## config.mk

```make
export PLATFORM = sky130hd
export DESIGN_NAME = store_trace_monitor
export DESIGN_NICKNAME = d
export VERILOG_FILES = /design/src/rtl/store_trace_pkg.sv /design/src/rtl/store_trace_monitor_fifo.sv /design/src/rtl/store_trace_monitor.sv
export SDC_FILE = /design/constraint.sdc
export NUM_CORES = 1
export LEC_CHECK = 0
export BUFFER_PORTS_ARGS = -buffer_cell sky130_fd_sc_hd__buf_2
export CORE_MARGIN = 4
export CORE_UTILIZATION = 30
export CTS_CLUSTER_SIZE = 8
export DETAILED_ROUTE_END_ITERATION = 6
export HOLD_SLACK_MARGIN = 0.08
export PLACE_DENSITY = 0.54
export SLEW_MARGIN = 40
export SYNTH_ARGS = -nofsm -noshare
export SYNTH_HDL_FRONTEND = slang
export SYNTH_SLANG_ARGS = --single-unit
export TNS_END_PERCENT = 50
```

## constraint.sdc

```tcl
create_clock -name clk -period 5.8 [get_ports clk]
set_input_delay 0.29 -clock clk [delete_from_list [all_inputs] [get_ports clk]]
set_output_delay 0.29 -clock clk [all_outputs]
set_load 0.05 [all_outputs]
```

## src/rtl/store_trace_pkg.sv

```systemverilog
// Shared types for the store trace monitor: verdict states and the trace entry layout.
package store_trace_pkg;

  typedef enum logic [1:0] {
    RUN  = 2'd0,
    PASS = 2'd1,
    FAIL = 2'd2
  } verdict_state_t;

  typedef struct packed {
    logic [31:0] addr;
    logic [31:0] data;
  } trace_entry_t;

endpackage

```

## src/rtl/store_trace_monitor_fifo.sv

```systemverilog
// Show-ahead trace FIFO with wrap-bit pointers; the head entry is read combinationally.
module trace_fifo
  import store_trace_pkg::*;
#(
  parameter int DEPTH = 8
) (
  input  logic                     clk,
  input  logic                     reset,
  input  logic                     push,
  input  logic                     pop,
  input  trace_entry_t             wr_entry,
  output logic                     valid,
  output trace_entry_t             head,
  output logic [$clog2(DEPTH):0]   count,
  output logic                     full
);

  localparam int AW = $clog2(DEPTH);
  localparam logic [AW:0] PTR_ONE = {{AW{1'b0}}, 1'b1};

  trace_entry_t mem [DEPTH];
  logic [AW:0]  wr_ptr;
  logic [AW:0]  rd_ptr;
  logic         empty;
  logic         do_push;
  logic         do_pop;

  assign empty   = (wr_ptr == rd_ptr);
  assign full    = (wr_ptr[AW] != rd_ptr[AW]) && (wr_ptr[AW-1:0] == rd_ptr[AW-1:0]);
  // A pop in the same cycle frees the slot, so a push into a full FIFO still lands.
  assign do_pop  = pop & ~empty;
  assign do_push = push & (~full | do_pop);
  assign valid   = ~empty;
  assign count   = wr_ptr - rd_ptr;
  assign head    = empty ? '0 : mem[rd_ptr[AW-1:0]];

  // Entry storage; contents need no reset because the pointers define what is live.
  always_ff @(posedge clk) begin
    if (!reset && do_push) begin
      mem[wr_ptr[AW-1:0]] <= wr_entry;
    end
  end

  // Pointer update; reset discards anything queued.
  always_ff @(posedge clk) begin
    if (reset) begin
      wr_ptr <= '0;
      rd_ptr <= '0;
    end else begin
      if (do_push) wr_ptr <= wr_ptr + PTR_ONE;
      if (do_pop)  rd_ptr <= rd_ptr + PTR_ONE;
    end
  end

endmodule

```

## src/rtl/store_trace_monitor.sv

```systemverilog
// Watches processor stores, traces them into a FIFO and decides a pass/fail verdict.
//
// state | meaning
// RUN   | capturing stores, no verdict yet
// PASS  | PASS_DATA was stored at PASS_ADDR; terminal until reset
// FAIL  | a store hit anything other than SCRATCH_ADDR or the pass store; terminal
module store_trace_monitor
  import store_trace_pkg::*;
#(
  parameter int          DEPTH        = 8,
  parameter logic [31:0] PASS_ADDR    = 32'd84,
  parameter logic [31:0] PASS_DATA    = 32'd7,
  parameter logic [31:0] SCRATCH_ADDR = 32'd80
) (
  input  logic                     clk,
  input  logic                     reset,
  input  logic                     memwrite,
  input  logic [31:0]              dataadr,
  input  logic [31:0]              writedata,
  output logic                     trace_valid,
  input  logic                     trace_ready,
  output logic [31:0]              trace_addr,
  output logic [31:0]              trace_data,
  output logic [$clog2(DEPTH):0]   trace_count,
  output logic                     overflow,
  output logic [15:0]              store_count,
  output logic                     done,
  output logic                     pass
);

  verdict_state_t state;
  trace_entry_t   wr_entry;
  trace_entry_t   head;
  logic           capture;
  logic           fifo_full;
  logic           is_pass_store;

  // Once a verdict is reached, later stores are ignored completely.
  assign capture       = memwrite & (state == RUN);
  assign is_pass_store = (dataadr == PASS_ADDR) && (writedata == PASS_DATA);
  assign wr_entry      = '{addr: dataadr, data: writedata};
  assign trace_addr    = head.addr;
  assign trace_data    = head.data;

  trace_fifo #(.DEPTH(DEPTH)) u_fifo (
    .clk      (clk),
    .reset    (reset),
    .push     (capture),
    .pop      (trace_ready),
    .wr_entry (wr_entry),
    .valid    (trace_valid),
    .head     (head),
    .count    (trace_count),
    .full     (fifo_full)
  );

  // Verdict FSM with registered done/pass, plus store counter and sticky overflow.
  always_ff @(posedge clk) begin
    if (reset) begin
      state       <= RUN;
      done        <= 1'b0;
      pass        <= 1'b0;
      overflow    <= 1'b0;
      store_count <= '0;
    end else if (capture) begin
      if (store_count != 16'hFFFF) store_count <= store_count + 16'd1;
      // Full FIFO is always valid, so a ready consumer makes room this cycle.
      if (fifo_full && !trace_ready) overflow <= 1'b1;
      if (is_pass_store) begin
        state <= PASS;
        done  <= 1'b1;
        pass  <= 1'b1;
      end else if (dataadr != SCRATCH_ADDR) begin
        state <= FAIL;
        done  <= 1'b1;
        pass  <= 1'b0;
      end
    end
  end

endmodule

```

==> out/summary.txt <==
status: finished, final reports clean
RSZ-0062 raised after global routing: false
full die area: 74990 um^2
HP Class: in -> reg
worst skew pair latency: 630 ps
first-pass GRT wire length: 75640 um
Worst VDD drop: 0.0002079 V
Core Util, Final: 0.3738
worst rel slew slack: 0.4457
Clock power frac: 0.382
IO Pins: 156
leakage: 0.008407 uW
FF-to-FF setup slack: 2370 ps
Hold Path End: overflow
hpwl dp: 30350 um
R2R depth: 7
Setup CP Type: reg -> out
Top Metal Used: met5
Reg power frac: 0.416
P_sw: 3104 uW
H-tree lvl count: 3
CTS clk-pin slew, worst paths: 50 ps
met2 wire length: 24380 um
sw frac: 0.2928
largest net degree at the start of global routing: 114
final hold vios: 0
Gate power share: 0.203
Distinct cells, synth: 47
GRT Total Usage: 0.1351
Required @ worst endpoint: 5510 ps
ordered cell list for the critical path: ha_1 -> nand3_1 -> nor2_4 -> buf_4 -> nor2_1 -> buf_2
Critical Path Slowest Stage Cell: nor2_4
nets@finish: 1384
vias in the first global route: 11640
Placed Cells: 2104
Hold Startpoint: trace_ready
post-CTS sizing: 0
crit start category: flop
Period minus WS final: 3633 ps
core area: 70030 um^2
async set-reset flop share out of synthesis: 0
largest stage delay on the critical path: 670 ps
CTS Sinks: 543
# rows: 97
register area share after synthesis: 0.7544
CP max FO: 42
Initial DRC Count: 819
Final setup viols: 0
Port-buffer cells: 155
Post-CTS Setup Repair Bufs: 0
met3 wire length: 2803 um
Metal-1 WL: 22840 um
Via density: 4.811
P_int: 7500 uW
Layout area overhead: 23.47%
CP top delay family: simple AND/OR/NAND/NOR gates
Crit path arrival time: 3340 ps
first drt pass iteration count: 5
Netlist Area Pre-Place: 21200 um^2
TritonCTS Buffers: 78
syn nets: 1111
Crit path buffers/inverters: 2
layout cells sized above 1: 0.3200
Die W: 273.9 um
initial antenna violation count: 7
worst r2r src: u_fifo.wr_ptr[2]
FMAX: 275.3 MHz
Final Non-Filler Cells: 2266
via count: 10900
global placer's final weighted congestion: 0.7745
CTS tree: yes
cells after synthesis: 1036
clk root buf: clkbuf_16
initial core utilization: 0.3028
critical path endpoint category: output pin
cts hold-fix bufs: 64
total power per unit cell area: 405.1 nW/um^2
DRT antenna net count: 0
register bit total from synthesis: 543
Slew @ Worst Pin: 831.4 ps
hold path depth: 4
die height: 273.9 um
yosys warns: 0
gr ovfl total: 0
Maximum Capacitance Violations: 0
Final Max Tran Viols: 0
fill cell count: 6422
Critical R2R Capture: u_fifo.mem[4][2]
top_reg_cell synth: edfxtp_1
average routed wire per standard cell: 22.51 um
worst clock skew: 45.67 ps
period utilization: 0.6263
Bufs on Longest Clock Path: 3
detailed-route wire length: 51000 um
# DRC: 0
Avg Synthesized Cell Area: 20.47 um^2
EDFF count, synth: 512
[per-layer routing]
metal,track usage,vias to the layer above
met3,0.03220,85
met4,0.03346,12
li1,-,4768
met2,0.2164,269
met1,0.1872,5767
met5,0,-
[synth_stat cells, types with 5 or more instances]
| library cell | n | area (um^2) |
|---|---|---|
| buf_1 | 7 | 26.28 |
| dfxtp_1 | 31 | 620.6 |
| buf_2 | 15 | 75.07 |
| a21oi_1 | 10 | 50.05 |
| mux2_2 | 12 | 135.1 |
| nand3_1 | 9 | 45.04 |
| nand4_1 | 10 | 62.56 |
| o21ai_0 | 5 | 25.02 |
| nor2_1 | 101 | 379.1 |
| nor2b_1 | 12 | 75.07 |
| nor4_1 | 13 | 81.33 |
| nand2_1 | 8 | 30.03 |
| edfxtp_1 | 512 | 15370 |
| ha_1 | 6 | 75.07 |
| mux4_2 | 128 | 2883 |
| mux2i_1 | 67 | 670.6 |
| clkbuf_1 | 27 | 101.4 |
| xnor2_1 | 5 | 43.79 |
| inv_1 | 12 | 45.04 |
[cell type report]
cell class / instances / area (um^2) / share of cell area
Clock inverter: 8 / 186.4 / 0.007121
Timing Repair Buffer: 244 / 1747 / 0.06672
Antenna cell: 1 / 2.502 / 0.00009559
Inverter: 12 / 45.04 / 0.001721
Sequential cell: 543 / 16010 / 0.6114
Multi-Input combinational cell: 430 / 5016 / 0.1916
Clock buffer: 88 / 1999 / 0.07638
Tap cell: 940 / 1176 / 0.04493
[placed cells by master (no fill, tap or decap), types with 5 or more instances in the layout]
master / instances
buf_12: 6
clkbuf_1: 9
edfxtp_1: 512
nand3_1: 9
nor2_1: 94
nand2_1: 8
nor4_1: 13
nor2_4: 7
buf_2: 155
inv_1: 12
ha_1: 6
o21ai_0: 5
a21oi_1: 10
nand4_1: 10
nor2b_1: 12
mux2i_1: 67
dfxtp_1: 28
xnor2_1: 5
buf_4: 14
clkbuf_16: 78
mux2_2: 12
dlygate4sd3_1: 64
clkinv_16: 5
mux4_2: 128
[worst reg2reg max path, stage by stage, from the launching register on]
cell	delay, ps
dfxtp_1	560
ha_1	350
nand3_1	270
o31ai_2	170
or3_1	530
nor2_4	150
buf_4	360
buf_4	660
[logic make-up after synthesis]
kind of cell	Yosys count	synth area share
XOR/XNOR	9	0.003717
multiplexers	208	0.1745
AND/OR/NAND/NOR	177	0.04119
buffers and inverters	63	0.01257
adder cells (fa/ha/maj)	7	0.004485
AO/OA/AOI/OAI	29	0.009147
flip-flops	543	0.7544
[sequential cells by signal, summed over array words and instances (netlist names), named ones only]
name           flops
done               1
overflow           1
state              2
store_count       16
u_fifo.mem       512
u_fifo.rd_ptr      4
u_fifo.wr_ptr      4
[metrics by stage]
step | hold slack [ps] | area (um^2) | total power [uW] | setup WS (ps) | TNS [ps]
floorplan | 388.9 | 21210 | 6033 | -560.7 | -35880
CTS | 108.5 | 26150 | 10790 | 2086 | 0
global placement | 453.2 | 23210 | 6623 | 2356 | 0
detailed placement | 472.1 | 23320 | 6651 | 2261 | 0
global route | 142.7 | 26180 | 11060 | 1873 | 0
finish | 140.7 | 26180 | 10600 | 2167 | 0
[worst max-delay path by stage]
stage,cells after the start,to,start
global placement,6,u_fifo.mem[5][46],u_fifo.wr_ptr[2]
CTS,6,trace_data[8],u_fifo.wr_ptr[2]
finish,6,trace_data[8],u_fifo.wr_ptr[2]
floorplan,6,u_fifo.mem[0][0],u_fifo.rd_ptr[1]
global route,7,trace_data[11],u_fifo.rd_ptr[1]
detailed placement,6,u_fifo.mem[5][60],u_fifo.wr_ptr[2]
[power groups by stage]
stage	Sequential [uW]	Combinational, uW	Clock, uW
after floorplan	4460	1570	0
after global placement	4510	2110	0
after detailed placement	4480	2170	0
after CTS	4410	2210	4170
after global routing	4410	2310	4350
final	4410	2150	4050
Power figures use the tool's default switching activity.
